### config.mk
export PLATFORM = sky130hd
export DESIGN_NAME = online_div_ctrl_v3
export DESIGN_NICKNAME = d
export VERILOG_FILES = /design/src/rtl/online_div_ctrl_v3_pkg.sv /design/src/rtl/online_div_ctrl_v3_sd_digit_reg.sv /design/src/rtl/online_div_ctrl_v3.sv
export SDC_FILE = /design/constraint.sdc
export NUM_CORES = 1
export LEC_CHECK = 0
export CORE_AREA = 2 2 66 68
export DETAILED_ROUTE_END_ITERATION = 10
export DIE_AREA = 0 0 68 70
export PLACE_DENSITY = 0.71
export SETUP_SLACK_MARGIN = 0.4
export SLEW_MARGIN = 5
export SYNTH_ARGS = -nofsm -noshare
export SYNTH_HDL_FRONTEND = slang
export SYNTH_HIERARCHICAL = 1
export SYNTH_SLANG_ARGS = --single-unit
### constraint.sdc
create_clock -name clk -period 2.7 [get_ports clk]
set_clock_uncertainty 0.15 [all_clocks]
set_input_delay 0.405 -clock clk [delete_from_list [all_inputs] [get_ports clk]]
set_output_delay 0.405 -clock clk [all_outputs]
set_load 0.03 [all_outputs]
### src/rtl/online_div_ctrl_v3_pkg.sv
// Shared definitions for the online divider controller: signed-digit encoding,
// FSM state codes and the digit sanitiser.
package online_div_pkg;

    localparam logic [1:0] SD_POS     = 2'b10;
    localparam logic [1:0] SD_NEG     = 2'b01;
    localparam logic [1:0] SD_ZERO    = 2'b00;
    localparam logic [1:0] SD_ILLEGAL = 2'b11;

    typedef logic [2:0] state_t;

    localparam state_t S_IDLE    = 3'd0;
    localparam state_t S_REFRESH = 3'd1;
    localparam state_t S_DELAY   = 3'd2;
    localparam state_t S_ITER    = 3'd3;
    localparam state_t S_FLUSH   = 3'd4;
    localparam state_t S_DRAIN   = 3'd5;

    // The illegal 11 code is forced to zero so the datapath never sees it.
    function automatic logic [1:0] sd_sanitise(input logic [1:0] digit);
        logic [1:0] clean;
        case (digit)
            SD_POS, SD_NEG, SD_ZERO: clean = digit;
            default:                 clean = SD_ZERO;
        endcase
        return clean;
    endfunction

endpackage

### src/rtl/online_div_ctrl_v3_sd_digit_reg.sv
// Registers the sanitised x/d digit pair for the datapath and keeps a sticky
// flag recording any illegal digit accepted since the last clear.
module sd_digit_reg
    import online_div_pkg::*;
(
    input  logic       clk,
    input  logic       asyn_reset,
    input  logic       clear,
    input  logic       load,
    input  logic       zero,
    input  logic [1:0] x_value,
    input  logic [1:0] d_value,
    output logic [1:0] x_value_comp,
    output logic [1:0] d_value_comp,
    output logic       digit_err
);

    logic illegal;

    assign illegal = (x_value == SD_ILLEGAL) || (d_value == SD_ILLEGAL);

    // Flush steps load zero digits and must not raise the error flag.
    always_ff @(posedge clk or posedge asyn_reset) begin
        if (asyn_reset) begin
            x_value_comp <= SD_ZERO;
            d_value_comp <= SD_ZERO;
            digit_err    <= 1'b0;
        end else begin
            if (load) begin
                x_value_comp <= zero ? SD_ZERO : sd_sanitise(x_value);
                d_value_comp <= zero ? SD_ZERO : sd_sanitise(d_value);
            end
            if (clear) begin
                digit_err <= 1'b0;
            end else if (load && !zero && illegal) begin
                digit_err <= 1'b1;
            end
        end
    end

endmodule

### src/rtl/online_div_ctrl_v3.sv
// Sequencing controller for the radix-2 signed-digit online divider: digit
// intake handshake, online-delay/iteration/flush stepping and quotient re-timing.
module online_div_ctrl_v3
    import online_div_pkg::*;
#(
    parameter int PRECISION    = 64,
    parameter int ONLINE_DELAY = 3,
    parameter int ADDR_WIDTH   = 7,
    parameter int CNT_WIDTH    = 11
) (
    input  logic                  clk,
    input  logic                  asyn_reset,
    input  logic                  start,
    input  logic [1:0]            x_value,
    input  logic [1:0]            d_value,
    input  logic                  in_valid,
    output logic                  in_ready,
    input  logic [1:0]            q_value,
    output logic [1:0]            x_value_comp,
    output logic [1:0]            d_value_comp,
    output logic                  enable,
    output logic                  refresh,
    output logic [CNT_WIDTH-1:0]  counter,
    output logic [ADDR_WIDTH-1:0] wr_addr,
    output logic [1:0]            q_out,
    output logic                  q_valid,
    output logic                  busy,
    output logic                  done,
    output logic                  digit_err
);

    localparam logic [CNT_WIDTH-1:0] LAST_DELAY  =
        CNT_WIDTH'((ONLINE_DELAY > 0) ? ONLINE_DELAY - 1 : 0);
    localparam logic [CNT_WIDTH-1:0] LAST_ACCEPT = CNT_WIDTH'(PRECISION - 1);
    localparam logic [CNT_WIDTH-1:0] LAST_STEP   = CNT_WIDTH'(PRECISION + ONLINE_DELAY - 1);

    state_t               state;
    state_t               next_state;
    logic [CNT_WIDTH-1:0] step_cnt;
    logic                 accept;
    logic                 flushing;
    logic                 issue;
    logic                 q_take;

    assign in_ready = (state == S_DELAY) || (state == S_ITER);
    assign accept   = in_ready && in_valid;
    assign flushing = (state == S_FLUSH);
    assign issue    = accept || flushing;
    assign refresh  = (state == S_REFRESH);
    assign busy     = (state != S_IDLE);
    assign wr_addr  = counter[ADDR_WIDTH-1:0];
    // Steps before the online delay produce no quotient digit.
    assign q_take   = enable && (int'(counter) >= ONLINE_DELAY);

    always_comb begin
        next_state = state;
        case (state)
            S_IDLE: begin
                if (start) next_state = S_REFRESH;
            end
            S_REFRESH: begin
                next_state = (ONLINE_DELAY == 0) ? S_ITER : S_DELAY;
            end
            S_DELAY: begin
                if (accept && step_cnt == LAST_DELAY) next_state = S_ITER;
            end
            S_ITER: begin
                if (accept && step_cnt == LAST_ACCEPT)
                    next_state = (ONLINE_DELAY == 0) ? S_DRAIN : S_FLUSH;
            end
            S_FLUSH: begin
                if (step_cnt == LAST_STEP) next_state = S_DRAIN;
            end
            S_DRAIN: begin
                if (done) next_state = S_IDLE;
            end
            default: next_state = S_IDLE;
        endcase
    end

    // A step issued this cycle is strobed to the datapath next cycle; its
    // quotient digit is captured at the end of that strobe cycle.
    always_ff @(posedge clk or posedge asyn_reset) begin
        if (asyn_reset) begin
            state    <= S_IDLE;
            step_cnt <= '0;
            enable   <= 1'b0;
            counter  <= '0;
            q_out    <= SD_ZERO;
            q_valid  <= 1'b0;
            done     <= 1'b0;
        end else begin
            state  <= next_state;
            enable <= issue;
            if (refresh) begin
                step_cnt <= '0;
                counter  <= '0;
            end else if (issue) begin
                step_cnt <= step_cnt + CNT_WIDTH'(1);
                counter  <= step_cnt;
            end
            q_valid <= q_take;
            if (q_take) q_out <= q_value;
            done <= enable && (counter == LAST_STEP);
        end
    end

    sd_digit_reg u_digit_reg (
        .clk          (clk),
        .asyn_reset   (asyn_reset),
        .clear        (refresh),
        .load         (issue),
        .zero         (flushing),
        .x_value      (x_value),
        .d_value      (d_value),
        .x_value_comp (x_value_comp),
        .d_value_comp (d_value_comp),
        .digit_err    (digit_err)
    );

endmodule

# Yosys cells after proc, flatten, opt, wreduce, memory -nomap -nowiden
# Cells that the tools add are included.
dict set report op_classes {
  addsub 1
  mul 0
  div 0
  order_cmp 1
  n_eq_ne 20
  n_shift 0
  mux 16
  bitwise_logic 0
  reduce_logical 20
}
# operator n
set op_table {}
lappend op_table {{$mux 11} 4}
lappend op_table {{$eq 11x7->1 const B} 2}
lappend op_table {{$pmux 3 s6} 1}
lappend op_table {{$mux 3} 5}
lappend op_table {{$add 11x1->11 const B} 1}
lappend op_table {{$eq 11x2->1 const B} 1}
lappend op_table {{$eq 11x6->1 const B} 1}
lappend op_table {{$ge 11x2->1 const B} 1}
lappend op_table {{$eq 2x2->1 const B} 4}
lappend op_table {{$mux 2} 4}
lappend op_table {{$logic_and 1x1->1} 7}
lappend op_table {{$eq 3x2->1 const B} 2}
lappend op_table {{$eq 3x3->1 const B} 2}
lappend op_table {{$ne 2x1->1 const B} 3}
lappend op_table {{$reduce_or 3->1} 2}
lappend op_table {{$reduce_and 5->1} 1}
lappend op_table {{$eq 2x1->1 const B} 2}
lappend op_table {{$logic_not 2->1} 2}
lappend op_table {{$ne 2x2->1 const B} 2}
lappend op_table {{$reduce_bool 2->1} 2}
lappend op_table {{$eq 3x1->1 const B} 1}
lappend op_table {{$logic_not 3->1} 1}
lappend op_table {{$logic_or 1x1->1} 3}
lappend op_table {{$reduce_bool 3->1} 1}
lappend op_table {{other kinds (2)} 3}
dict set report word_totals {
  reg_bits 35
  latch_bits 0
  ramBits 0
  romBits 0
  in_bits 10
  output_inout_bits 31
  mem_count 0
}

# Depth between registers and ports, before layout
# Gate-level depths: netlist of run 1.
dict set report depth {
  ltp_word 8
  ltp_mapped 7
  ltp_nobuf 6
}

# Modules after synthesis
# The synthesis of run 1 kept the hierarchy.
# module n_inst cells_each area_each_um2
set modules_own_cells {}
lappend modules_own_cells {online_div_ctrl_v3 1 164 1516.5}
lappend modules_own_cells {sd_digit_reg 1 22 224.0}

# Worst setup path before layout of run 1
# Ideal clock, no wire load.
dict set report synth_path {
  path_kind {register to register}
  startpoint {register state[2]}
  endpoint {register u_digit_reg.digit_err}
  setup_time_ns 0.096
  t_arrival_ns 1.833
  setup_slack_ns 0.621
  stages_incl_launch_ff 8
  period_less_slack_ns 2.079
  path_cell_list {dfrtp_1 -> buf_4 -> or3b_1 -> buf_6 -> nand2_1 -> clkbuf_1 -> nand2b_2 -> o31ai_1}
}
dict set report synth_between {
  elab_chain_len 7
  elab_cells_between_ends 12
  classes_between {eq/ne: 4; mux: 1; reduce/logical: 7}
}
# element line_no
set synth_lines {}
lappend synth_lines {{start, declared} online_div_ctrl_v3.sv:37} ;# state_t state;
lappend synth_lines {{start signal, assigned} online_div_ctrl_v3.sv:93} ;# state <= next_state;
lappend synth_lines {{$eq 3x2->1} online_div_ctrl_v3.sv:45} ;# assign in_ready = (state == S_DELAY) || (state == S_ITER);
lappend synth_lines {{$logic_or 1x1->1} online_div_ctrl_v3.sv:45}
lappend synth_lines {{$logic_and 1x1->1} online_div_ctrl_v3.sv:46} ;# assign accept = in_ready && in_valid;
lappend synth_lines {{$logic_or 1x1->1 *} online_div_ctrl_v3.sv:48} ;# assign issue = accept || flushing;
lappend synth_lines {{net issue} online_div_ctrl_v3.sv:42} ;# logic issue;
lappend synth_lines {{$logic_and 1x1->1 * (2 in series)} online_div_ctrl_v3_sd_digit_reg.sv:35} ;# end else if (load && !zero && illegal) begin
lappend synth_lines {{$reduce_bool 2->1 (no line) *} -}
lappend synth_lines {{end signal, assigned} online_div_ctrl_v3_sd_digit_reg.sv:27} ;# digit_err <= 1'b0;
lappend synth_lines {{end signal, assigned} online_div_ctrl_v3_sd_digit_reg.sv:34} ;# digit_err <= 1'b0;
lappend synth_lines {{end signal, assigned} online_div_ctrl_v3_sd_digit_reg.sv:36} ;# digit_err <= 1'b1;
lappend synth_lines {{end, declared} online_div_ctrl_v3_sd_digit_reg.sv:15} ;# output logic digit_err
# Mark *: on every way through the listed nets, which the timed path passes. The rest lies on a longest branch.
# A chain may end at the register's enable or synchronous reset.

# Worst setup path after layout of run 1
dict set report layout_path {
  startpoint {register state[0]}
  endpoint {register step_cnt[7]}
}
dict set report layout_between {
  elab_chain_len 5
  elab_cells_between_ends 9
  classes_between {eq/ne: 4; mux: 1; reduce/logical: 4}
}
# element line_no
set layout_lines {}
lappend layout_lines {{$eq 3x2->1} online_div_ctrl_v3.sv:45}
lappend layout_lines {{$logic_or 1x1->1} online_div_ctrl_v3.sv:45}
lappend layout_lines {{$logic_and 1x1->1} online_div_ctrl_v3.sv:46}
lappend layout_lines {{$logic_or 1x1->1} online_div_ctrl_v3.sv:48}
lappend layout_lines {{$reduce_bool 2->1 (no line)} -}
lappend layout_lines {{end signal, assigned} online_div_ctrl_v3.sv:99} ;# step_cnt <= step_cnt + CNT_WIDTH'(1);
lappend layout_lines {{end, declared} online_div_ctrl_v3.sv:39} ;# logic [CNT_WIDTH-1:0] step_cnt;
# Parallel ways exist; a longest one is shown, timed or not.

==> results.md, run 1 <==
* Antenna cells at 0
* Peak fanout along the critical path at 14
* Chip Width at 68 um
* IO Count at 41
* Reg2Reg Depth at 5
* Clk slew on worst S/H paths at 0.07 ns
* PostCTS Resize Cnt at 2
* Routed len/inst at 12.9 um
* Synth top area share at 50.3%
* Area grow syn2layout at 28.0%
* Setup CP Type: reg -> reg
* # Post-CTS Setup Buffers at 0
* Clk Latency, worst-skew pair at 0.29 ns
* PwrDens at 892 nW/um^2
* Register area share after synthesis at 50.3%
* Arr. time, crit path at 2.17 ns
* Synth Register Bits at 35
* CTS buffer count at 5
* IO Port Bufs at 40
* Net Count, Synth at 198
* Share of total power in combinational logic at 40.0%
* Number of DRC markers in iteration 0 at 101
* CP endpoint kind: register
* Routability congestion estimate at 0.871
* Worst-Margin Slew at 0.510 ns
* CP Launch Type: register
* Int Power at 1180 uW
* Hold Vio Cnt, Final at 0
* Starting Density at 42.0%
* Die Y at 70 um
* Max_cap viols at 0
* Hold WS at 0.184 ns
* Tcrit/Tclk final at 79.5%
* H-tree Lvls at 2
* Share of post-route cells with drive strength above 1 at 8.93%
* Site Rows at 24
* # fillers at 407
* CTS tree: yes
* YS warnings at 6
* Placed cells at 268
* Global route overflow at 0
* Post-Route WL at 3550 um
* EDFF count, synth at 0
* Final Slew Violations at 0
* Avg Vias per Cell at 5.03
* Die footprint at 4760 um^2
* Max Buffers Root-to-Sink at 2
* Max IR drop VDD at 309 uV
* Worst slack, placed at 0.403 ns
* CP bufs+invs at 0
* DR pass1 iterations at 4
* Core ar. at 4140 um^2
* Total power at 1990 uW
* Relative slew margins at 65.7%
* Initial antenna violation count at 0
* Flop pwr share at 41.7%
* Cell depth of the worst setup path at 5
* Cell count after synthesis at 186
* Pin count of the biggest net entering global routing at 31
* First-pass GRT wire length at 6160 um
* Min Tclk post-route at 2.15 ns
* Mapped Area at 1740 um^2
* Synth Area per Inst at 9.36 um^2
* Fin nets at 235
* Post-route ant nets at 0
* Ranking of synthesized cells by area: dfrtp_1 50%, nand2_1 7.1%, o21ai_0 3.7%, buf_4 3.5%, inv_1 3.2%
* CP max stage delay at 0.56 ns
* Setup Total Neg Slack at 0 ns
* Fin worst setup slack at 0.554 ns
* Slowest cell on crit path: or3b_1
* Synth cell types at 37
* Top_reg_cell synth: dfrtp_1
* Worst Hold Class: in -> async
* Clk pwr share at 18.4%
* Net Sw Power at 809 uW
* Cells along the critical path: or3b_1, a2111oi_4, and3_1, xnor2_1, nor2_1
* Standby leakage power at 0.000986 uW
* DPL Wire Length at 2570 um
* Root Driver: clkbuf_8
* Post-synth ARST share at 100%
* Clk sinks at 35
* Total track usage at 17.2%
* CP top delay family: simple AND/OR/NAND/NOR gates
* RSZ-0062 raised after global routing: no
* Hold buffer count at cts at 0
* Status: complete, no violations
* Number of global-route vias before repair at 1,295
* Final std cells w/o fill at 276
* # DRC at 0
* Routed via count at 1,388
* Final setup viols at 0
* Max Fclk at 466 MHz
* Biggest area consumer among synthesized cells: dfrtp_1
* Required time worst endpoint at 2.72 ns
* Switch share at 40.7%
kinds of logic after synthesis:
| family | count (synthesis) | synth area share (%) |
|---|---|---|
| fa+ha+maj | 2 | 1.44 |
| buf+inv | 30 | 8.70 |
| mux | 2 | 1.29 |
| xor+xnor | 9 | 4.53 |
| flops | 35 | 50.3 |
| simple gates | 76 | 20.8 |
| compound gates | 32 | 12.9 |
stage by stage:
stage	util (%)	cell area, um^2
2_1_floorplan	-	1740
3_3_place_gp	51.8	2140
6_report	53.7	2230
4_1_cts	53.7	2230
3_5_place_dp	51.8	2140
5_1_grt	53.7	2230
metal layers:
layer,vias up,GRT usage [%],wire [um]
met5,-,0,0
li1,699,-,-
met4,0,5.33,52
met3,7,5.80,217
met2,43,25.6,1620
met1,639,23.4,1660
area by class of cell:
cell class,instances,area (um^2),share of cell area (%)
clock inverter,2,12.5,0.562
tap,52,65.1,2.92
inverter,16,60.1,2.70
sequential,35,877,39.4
multi-input combinational,121,713,32.0
timing repair buffer,44,427,19.2
clock buffer,6,72.6,3.26
sequential cells by signal, indices dropped and copies added (netlist names):
signal,count
u_digit_reg/x_value_comp,2
state,3
q_out,2
u_digit_reg/d_value_comp,2
enable,1
q_valid,1
step_cnt,11
done,1
u_digit_reg/digit_err,1
counter,11
Yosys cell counts, drive strengths merged, types with 2 or more instances:
| master | n |
|---|---|
| nand2 | 33 |
| xor2 | 3 |
| ha | 2 |
| inv | 16 |
| nor4 | 4 |
| buf | 10 |
| a211oi | 2 |
| xnor2 | 6 |
| nand2b | 2 |
| mux2 | 2 |
| o21ai | 13 |
| clkbuf | 4 |
| dfrtp | 35 |
| and3 | 5 |
| o32ai | 4 |
| nor3 | 2 |
| nand4 | 4 |
| nand3 | 4 |
| a21oi | 6 |
| o31ai | 3 |
| nor2 | 15 |
power groups by stage:
| stage | combinational, uW | sequential [uW] | clock, uW |
|---|---|---|---|
| floorplan | 418 | 937 | 0 |
| global placement | 787 | 830 | 0 |
| detailed placement | 800 | 836 | 0 |
| CTS | 803 | 826 | 373 |
| global route | 867 | 853 | 393 |
| finish | 794 | 827 | 365 |
worst paths after layout:
path	startpoint	slack [ns]	endpoint
worst max-delay path	state[0]	0.55	step_cnt[7]
worst min-delay path	asyn_reset	0.18	u_digit_reg/x_value_comp[0]
worst max register to register	state[0]	0.55	step_cnt[7]
worst min register to register	q_out[0]	0.36	q_out[0]
max in group asynchronous	asyn_reset	1.74	state[1]
min in group clk	q_out[0]	0.36	q_out[0]
placed cells by master, fill, tap and decap left out, types with 2 or more instances in the layout:
master	instances
a21oi_1	6
and3_1	5
buf_4	4
clkbuf_8	5
clkdlybuf4s50_1	37
dfrtp_1	34
ha_1	2
inv_1	15
mux2_2	2
nand2_1	33
nand3_1	4
nand4_1	4
nor2_1	15
nor3_1	2
nor4_1	4
o21ai_0	13
o31ai_1	3
o32ai_1	4
xnor2_1	6
xor2_1	3
(Power assumes the default switching activity.)
==> run 2, diff against run 1 <==
==> constraint.sdc (replaced) <==
create_clock -name clk -period 2.1 [get_ports clk]
set_clock_uncertainty 0.15 [all_clocks]
set_input_delay 0.315 -clock clk [delete_from_list [all_inputs] [get_ports clk]]
set_output_delay 0.315 -clock clk [all_outputs]
set_load 0.03 [all_outputs]
==> run 2 against run 1 <==
Net effect:
- utilization rose by 6.8 points
- sequential cell count did not move
- final cell count rose by 6.5%
- register-to-register slack got worse by 0.37 ns
- hold slack got worse by 0.096 ns
- combinational power rose by 32%
- sequential power rose by 35%
- critical endpoint unchanged
- largest cell class unchanged
- largest power group unchanged
- highest routed layer unchanged
==> results.md, run 2 (same netlist as run 1, synthesis figures left out) <==
* Setup CP Type: reg -> reg
* Final Slew Violations at 0
* Initial antenna violation count at 0
* Max_cap viols at 0
* Post-route cell area at 2510 um^2
* Antenna cells at 0
* Clk pwr share at 21.7%
* Final std cells w/o fill at 294
* CP Launch Type: register
* Commonest non-fill, non-tap cell in the layout: nand2_1
* Die footprint at 4760 um^2
* Area grow syn2layout at 44.1%
* Status: complete, no violations
* Routed via count at 1,496
* Max Buffers Root-to-Sink at 2
* DR pass1 iterations at 4
* Clk slew on worst S/H paths at 0.08 ns
* Max IR drop VDD at 485 uV
* Avg Vias per Cell at 5.09
* Commonest non-fill, non-tap cells in the layout: 31 x nand2_1, 27 x dlygate4sd2_1, 21 x dfrtp_1, 21 x buf_4, 15 x inv_1
* Int Power at 1630 uW
* Relative slew margins at 74.6%
* Min Tclk post-route at 1.92 ns
* Routability congestion estimate at 0.909
* Chip Width at 68 um
* Fin nets at 253
* # DRC at 0
* Final setup viols at 0
* Required time worst endpoint at 2.13 ns
* Die Y at 70 um
* Site Rows at 24
* Net Sw Power at 1140 uW
* Total track usage at 17.6%
* Worst Hold Class: in -> async
* Number of global-route vias before repair at 1,341
* IO Count at 41
* Clk Latency, worst-skew pair at 0.29 ns
* Largest regs: counter: 11 flops, step_cnt: 11 flops, state: 3 flops
* Number of DRC markers in iteration 0 at 78
* Global route overflow at 0
* Root Driver: clkbuf_8
* Starting Density at 42.0%
* Clk sinks at 35
* Max Fclk at 521 MHz
* DPL Wire Length at 2640 um
* Standby leakage power at 0.00118 uW
* Pin count of the biggest net entering global routing at 31
* RSZ-0062 raised after global routing: yes
* Post-Route WL at 3970 um
* CTS tree: yes
* Tcrit/Tclk final at 91.3%
* First-pass GRT wire length at 6220 um
* Share of post-route cells with drive strength above 1 at 28.5%
* Post-route ant nets at 0
* CTS buffer count at 5
* DP Area at 2200 um^2
* Arr. time, crit path at 1.95 ns
* Routed len/inst at 13.5 um
* Core ar. at 4140 um^2
* Worst-Margin Slew at 0.381 ns
* Flop pwr share at 40.3%
* Hold Vio Cnt, Final at 0
* IO Port Bufs at 40
* CP endpoint kind: register
* Switch share at 41.2%
* Placed cells at 274
* H-tree Lvls at 2
* Share of total power in combinational logic at 38.0%
* Setup Total Neg Slack at 0 ns
* PwrDens at 1110 nW/um^2
* Peak fanout along the critical path at 5
## run 2: per-layer routing
metal / up-vias / track usage (%) / share of wire [%]
met5: - / 0 / 0
met2: 47 / 27.1 / 50
met3: 8 / 5.31 / 6.1
li1: 733 / - / -
met4: 0 / 6.67 / 2.0
met1: 708 / 23.0 / 42
## run 2: worst paths after layout
path / startpoint / end / slack, ns / cells past startpoint
setup / recovery: state[1] / step_cnt[7] / 0.18 / 5
hold / removal: asyn_reset / u_digit_reg/x_value_comp[0] / 0.09 / 2
setup reg to reg: state[1] / step_cnt[7] / 0.18 / 5
hold reg to reg: u_digit_reg/digit_err / u_digit_reg/digit_err / 0.35 / 2
max in group asynchronous: asyn_reset / step_cnt[10] / 1.22 / 3
min in group clk: u_digit_reg/digit_err / u_digit_reg/digit_err / 0.35 / 2
## run 2: critical path, cell delays in order (launching register included)
cell and delay, ns:
dfrtp_2 0.42, or3b_4 0.43, a2111oi_4 0.42, and3_1 0.22
xnor2_1 0.11, nor2_1 0.05
## run 2: final cells by class
cell class                      count  area (um^2)
Tap cell                           52         65.1
Sequential cell                    35          893
Clock inverter                      3         43.8
Timing Repair Buffer               62          539
Multi-Input combinational cell    121          835
Fill cell                         372         1640
Inverter                           16         62.6
Clock buffer                        5         68.8
## run 2: power by group through the flow
| stage | Sequential, uW | Clock (uW) | Combinational, uW |
|---|---|---|---|
| 4_1_cts | 1070 | 616 | 988 |
| 3_3_place_gp | 1070 | 0 | 1040 |
| 6_report | 1120 | 604 | 1050 |
| 3_5_place_dp | 1070 | 0 | 1050 |
| 5_1_grt | 1150 | 647 | 1160 |
| 2_1_floorplan | 1210 | 0 | 545 |
## run 2: through the flow
step	setup WS [ns]	hold WS [ns]	utilization (%)	power, uW
4_1_cts	0.195	0.0915	56.4	2670
2_1_floorplan	0.211	-0.0565	-	1760
5_1_grt	0.115	0.132	60.5	2950
3_3_place_gp	0.0446	0.328	53.2	2110
6_report	0.182	0.0875	60.5	2780
3_5_place_dp	0.0271	0.332	53.2	2120
## run 2: timing repair
action | in CTS | in global routing
setup buffers | 3 | 9
gates resized for setup | 43 | 32
pin swaps | 0 | 9
setup endpoints to repair | 61 | 36
hold buffers | 0 | 0
